===== src/rtl/mux_pipe_if.sv =====
`default_nettype none
// ============================================================================
// Module   : mux_pipe_if
// Brief    : Request/result handshake bundle for the pipelined mux tree.
// Revision : 1.0 - initial release
// ============================================================================
interface mux_pipe_if #(
   parameter int SEL_BITS = 3,
   parameter int WIDTH    = 8
);
   logic                           in_valid;
   logic                           in_ready;
   logic [(2**SEL_BITS)*WIDTH-1:0] in_data;
   logic [SEL_BITS-1:0]            in_sel;
   logic                           out_valid;
   logic                           out_ready;
   logic [WIDTH-1:0]               out_data;
   logic [SEL_BITS-1:0]            out_sel;

   modport master (
      output in_valid, in_data, in_sel, out_ready,
      input  in_ready, out_valid, out_data, out_sel
   );

   modport slave (
      input  in_valid, in_data, in_sel, out_ready,
      output in_ready, out_valid, out_data, out_sel
   );
endinterface

`default_nettype wire


===== src/rtl/mux_pipe.sv =====
`default_nettype none
// ============================================================================
// Module   : mux_pipe
// Brief    : Binary mux tree of SEL_BITS registered levels with valid/ready
//            flow control. Define MUX_PIPE_ZERO_BUBBLE_EN to zero the data
//            and select fields of bubbles.
// Revision : 1.0 - initial release
// ============================================================================
module mux_pipe #(
   parameter int SEL_BITS = 3,
   parameter int WIDTH    = 8
) (
   input  logic      clk,
   input  logic      rst_n,
   mux_pipe_if.slave bus
);

   logic w_stall;
   logic w_advance;

   assign w_stall      = bus.out_valid & ~bus.out_ready;
   assign w_advance    = ~w_stall;
   assign bus.in_ready = w_advance;

   for (genvar k = 0; k < SEL_BITS; k++) begin : g_level
      localparam int c_words = 2**(SEL_BITS-1-k);

      logic [2*c_words*WIDTH-1:0] w_prev_data;
      logic [SEL_BITS-1:0]        w_prev_sel;
      logic                       w_prev_valid;
      logic [c_words*WIDTH-1:0]   w_red;
      logic [c_words*WIDTH-1:0]   r_data;
      // Full original select; bits above k are the ones later levels consume.
      logic [SEL_BITS-1:0]        r_sel;
      logic                       r_valid;

      if (k == 0) begin : g_src_in
         assign w_prev_data  = bus.in_data;
         assign w_prev_sel   = bus.in_sel;
         assign w_prev_valid = bus.in_valid;
      end else begin : g_src_lvl
         assign w_prev_data  = g_level[k-1].r_data;
         assign w_prev_sel   = g_level[k-1].r_sel;
         assign w_prev_valid = g_level[k-1].r_valid;
      end

      always_comb begin
         w_red = '0;
         for (int j = 0; j < c_words; j++) begin
            w_red[j*WIDTH +: WIDTH] = w_prev_sel[k] ? w_prev_data[(2*j+1)*WIDTH +: WIDTH]
                                                    : w_prev_data[(2*j)*WIDTH +: WIDTH];
         end
      end

      always_ff @(posedge clk or negedge rst_n) begin
         if (!rst_n) begin
            r_valid <= 1'b0;
            r_data  <= '0;
            r_sel   <= '0;
         end else if (w_advance) begin
            r_valid <= w_prev_valid;
`ifdef MUX_PIPE_ZERO_BUBBLE_EN
            r_data  <= w_prev_valid ? w_red : '0;
            r_sel   <= w_prev_valid ? w_prev_sel : '0;
`else
            // Payload only moves with a real request, so idle outputs stay quiet.
            if (w_prev_valid) begin
               r_data <= w_red;
               r_sel  <= w_prev_sel;
            end
`endif
         end
      end
   end

   assign bus.out_valid = g_level[SEL_BITS-1].r_valid;
   assign bus.out_data  = g_level[SEL_BITS-1].r_data;
   assign bus.out_sel   = g_level[SEL_BITS-1].r_sel;

endmodule

`default_nettype wire


===== src/flat_wrapper.sv =====
// flat-port wrapper written by rule: the top's interface ports become plain ports
module mux_pipe_flat 
#(
   parameter int SEL_BITS = 3,
   parameter int WIDTH    = 8
)
  (clk, rst_n, bus_in_valid, bus_in_data, bus_in_sel, bus_out_ready, bus_in_ready, bus_out_valid, bus_out_data, bus_out_sel);
  mux_pipe_if #(.SEL_BITS(SEL_BITS), .WIDTH(WIDTH)) bus_i ();
  input  logic clk;
  input  logic rst_n;
  input wire logic [$bits(bus_i.in_valid)-1:0] bus_in_valid;
  input wire logic [$bits(bus_i.in_data)-1:0] bus_in_data;
  input wire logic [$bits(bus_i.in_sel)-1:0] bus_in_sel;
  input wire logic [$bits(bus_i.out_ready)-1:0] bus_out_ready;
  output wire logic [$bits(bus_i.in_ready)-1:0] bus_in_ready;
  output wire logic [$bits(bus_i.out_valid)-1:0] bus_out_valid;
  output wire logic [$bits(bus_i.out_data)-1:0] bus_out_data;
  output wire logic [$bits(bus_i.out_sel)-1:0] bus_out_sel;
  assign bus_i.in_valid = bus_in_valid;
  assign bus_i.in_data = bus_in_data;
  assign bus_i.in_sel = bus_in_sel;
  assign bus_i.out_ready = bus_out_ready;
  assign bus_in_ready = bus_i.in_ready;
  assign bus_out_valid = bus_i.out_valid;
  assign bus_out_data = bus_i.out_data;
  assign bus_out_sel = bus_i.out_sel;
  mux_pipe #(.SEL_BITS(SEL_BITS), .WIDTH(WIDTH)) u_core (.clk(clk), .rst_n(rst_n), .bus(bus_i));
endmodule

===== config.mk =====
export PLATFORM = sky130hd
export DESIGN_NAME = mux_pipe_flat
export DESIGN_NICKNAME = d
export VERILOG_FILES = /design/src/rtl/mux_pipe_if.sv /design/src/rtl/mux_pipe.sv /design/src/flat_wrapper.sv
export SDC_FILE = /design/constraint.sdc
export NUM_CORES = 1
export LEC_CHECK = 0
export BUFFER_PORTS_ARGS = -buffer_cell sky130_fd_sc_hd__buf_2
export CELL_PAD_IN_SITES_DETAIL_PLACEMENT = 1
export CELL_PAD_IN_SITES_GLOBAL_PLACEMENT = 1
export CORE_UTILIZATION = 40
export DETAILED_ROUTE_END_ITERATION = 8
export PLACE_DENSITY = 0.82
export SLEW_MARGIN = 10
export SYNTH_ARGS = -nofsm -noshare
export SYNTH_HDL_FRONTEND = slang
export SYNTH_SLANG_ARGS = --single-unit
export TNS_END_PERCENT = 20

===== constraint.sdc =====
create_clock -name clk -period 1.4 [get_ports clk]
set_input_delay 0.14 -clock clk [delete_from_list [all_inputs] [get_ports clk]]
set_output_delay 0.14 -clock clk [all_outputs]
set_load 0.1 [all_outputs]

==> impl_metrics.env <==
export IMPL_outcome="finished clean"
export IMPL_finalCritPeriodShare_pct=96.7
export IMPL_drc=0
export IMPL_synthAdderAreaFrac_pct=0
export IMPL_dr_first_iter_drc_count=143
export IMPL_cp_endpoint="bus_in_ready"
export IMPL_start_util_pct=41.3
export IMPL_grt_pass1_wl_um=12800
export IMPL_ys_ff_latch=68
export IMPL_via_per_inst=5.20
export IMPL_drv_slew=0
export IMPL_clockRootBuffer="clkbuf_8"
export IMPL_synth_top_family_by_area="multiplexers"
export IMPL_hp_class="primary input to flip-flop"
export IMPL_wl_per_cell_um=16.1
export IMPL_area_growth_pct=22.7
export IMPL_multi_input_area_um2=1310
export IMPL_tightestPinTransition_ns=0.523
export IMPL_drv_cap=0
export IMPL_fill_cells=871
export IMPL_final_common_cell="a21oi_1"
export IMPL_drive_gt1_share_pct=34.5
export IMPL_cts_tree="yes"
export IMPL_fp_dieH_um=91.4
export IMPL_startpoint="u_core.bus.out_valid"
export IMPL_rows=32
export IMPL_cts_clk_slew_worst_paths_ns=0.07
export IMPL_ys_types=16
export IMPL_fp_dieW_um=91.4
export IMPL_period_needed_ns=1.35
export IMPL_pin_count=84
export IMPL_worstSetupEndpointType="primary output"
export IMPL_cts_sinks=68
export IMPL_synth_simple_area_share_pct=1.41
export IMPL_syn_inst=282
export IMPL_p_per_area_nw_per_um2=1940
export IMPL_final_setup_skew_ns=0.00643
export IMPL_io_buffer_count=83
export IMPL_syn_area_per_cell_um2=11.3
export IMPL_power_uw=7600
export IMPL_r2r_end="u_core.g_level[0].r_data[29]"
export IMPL_syn_num_nets=353
export IMPL_grt_antenna_before_repair=0
export IMPL_synth_top_cell_area_share_pct=53.3
export IMPL_hold_ws_ns=0.0324
export IMPL_required_ns=1.26
export IMPL_insertedDiodeCount=0
export IMPL_vias=2459
export IMPL_finalWeightedCongestion=0.797
export IMPL_grt_remaining_overflow=0
export IMPL_clockBufferDepth=2
export IMPL_final_hold_viol_count=0
export IMPL_synthMuxAreaShare_pct=21.8
export IMPL_clock_latency_ns=0.34
export IMPL_dp_final_hpwl_um=5320
export IMPL_synth_warnings=0
export IMPL_tns_ns=0
export IMPL_grt_usage_pct=20.1
export IMPL_synth_area_um2=3190
export IMPL_holdPathStages=2
export IMPL_max_vdd_ir_drop_mv=0.657
export IMPL_yosysTopAreaCell="dfrtp_1"
export IMPL_fmax_mhz=739
export IMPL_dieArea_um2=8350
export IMPL_synth_area_leaders="dfrtp_1 53%, a21oi_1 18%, mux2i_1 18%, buf_6 2.8%, mux2_4 2.8%"
export IMPL_htreeDepth=3
export IMPL_seq_area_um2=1710
export IMPL_core_area_um2=7730
export IMPL_worstPathMaxFanout=6
export IMPL_layout_common_cells="112 x a21oi_1, 82 x buf_2, 67 x dfrtp_1"
export IMPL_synth_compound_area_share_pct=17.7
export IMPL_crit_type="flip-flop to primary output"
export IMPL_rr_worst_depth=4
export IMPL_max_slew_margin_pct=65.1
export IMPL_reg2reg_slack_ns=0.09
export IMPL_rsz0062_at_grt="false"
export IMPL_seq_area_frac_synth_pct=53.3
export IMPL_nets=438
export IMPL_drt_total_wl_um=7630
export IMPL_arrival_ns=1.21
export IMPL_cellLeakagePower_uw=0.00185
export IMPL_synth_xor_area_share_pct=0
export IMPL_timing_rr_start="u_core.bus.out_valid"
export IMPL_cts_buffers=9
export IMPL_ant_nets=0
export IMPL_grt_max_degree=69
export IMPL_cp_start_kind="flip-flop"
export IMPL_setup_viol_count_final=0
export IMPL_grt_pass1_vias=2574
export IMPL_first_pass_iters=4
[worst min path at each step]
stage	start	end	slack, ns
final	bus_in_sel[2]	u_core.g_level[0].r_sel[2]	0.03
after global routing	bus_in_sel[2]	u_core.g_level[0].r_sel[2]	0.03
after global placement	rst_n	u_core.bus.out_sel[2]	0.18
after CTS	bus_in_sel[2]	u_core.g_level[0].r_sel[2]	0.02
after detailed placement	rst_n	u_core.bus.out_sel[2]	0.19
after floorplan	rst_n	u_core.bus.out_data[0]	-0.16
[registers in the layout (all words and copies together) (netlist names)]
name	count
u_core.bus.out_sel	3
u_core.bus.out_data	8
u_core.g_level.r_data	48
u_core.bus.out_valid	1
u_core.g_level.r_sel	6
u_core.g_level.r_valid	2
[synthesized netlist by cell type]
library cell	n
a21oi_1	112
and2_1	1
and2_4	2
buf_2	10
buf_4	1
buf_6	8
clkbuf_1	8
clkbuf_2	1
dfrtp_1	68
inv_1	1
mux2_2	4
mux2_4	6
mux2i_1	56
nand2_1	2
nand2b_4	1
o21ai_0	1
[stage by stage]
step / utilization, % / area (um2) / setup WS [ns] / std cells
3_3_place_gp: 48.0 / 3710 / 0.131 / 454
4_1_cts: 50.7 / 3920 / 0.0261 / 473
3_5_place_dp: 48.0 / 3710 / 0.0718 / 454
6_report: 50.7 / 3920 / 0.0460 / 473
2_1_floorplan: - / 3200 / -0.112 / 282
5_1_grt: 50.7 / 3920 / 0.00649 / 473
[where the power goes]
| part | total [uW] | switching (uW) | internal (uW) | leakage [uW] |
|---|---|---|---|---|
| Combinational | 3090 | 2100 | 995 | 0.00102 |
| Sequential | 3090 | 456 | 2640 | 0.000743 |
| Clock | 1420 | 695 | 725 | 0.0000893 |
[metal layers]
metal | up-vias | GRT usage, % | share of wire, %
li1 | 1184 | - | -
met1 | 1190 | 26.2 | 44
met2 | 74 | 32.6 | 50
met3 | 11 | 3.35 | 4.7
met4 | 0 | 9.26 | 1.6
met5 | - | 0 | 0
[kinds of logic (layout without fill, tap and decap cells)]
family | after synthesis | after routing
mux | 66 | 66
flops | 68 | 68
buf+inv | 29 | 118
compound gates | 113 | 113
simple gates | 6 | 6
[critical path, stage by stage (launching register included)]
cell,delay (ns)
dfrtp_4,0.49
nand2b_4,0.11
buf_6,0.11
buf_12,0.16
[what timing repair did]
action,in CTS,in global routing
pin swaps,0,0
setup endpoints to repair,1,5
buffers inserted,3,0
hold buffers,1,0
hold endpoints to repair,68,0
resized for setup,1,1
[cell type report]
class                           count  area share, %
Clock buffer                       13           4.05
Clock inverter                      2          0.255
Inverter                            1         0.0958
Multi-Input combinational cell    185           33.3
Sequential cell                    68           43.5
Tap cell                          102           3.26
Timing Repair Buffer              102           15.5
No activity file was read; power rests on OpenSTA's default activity.
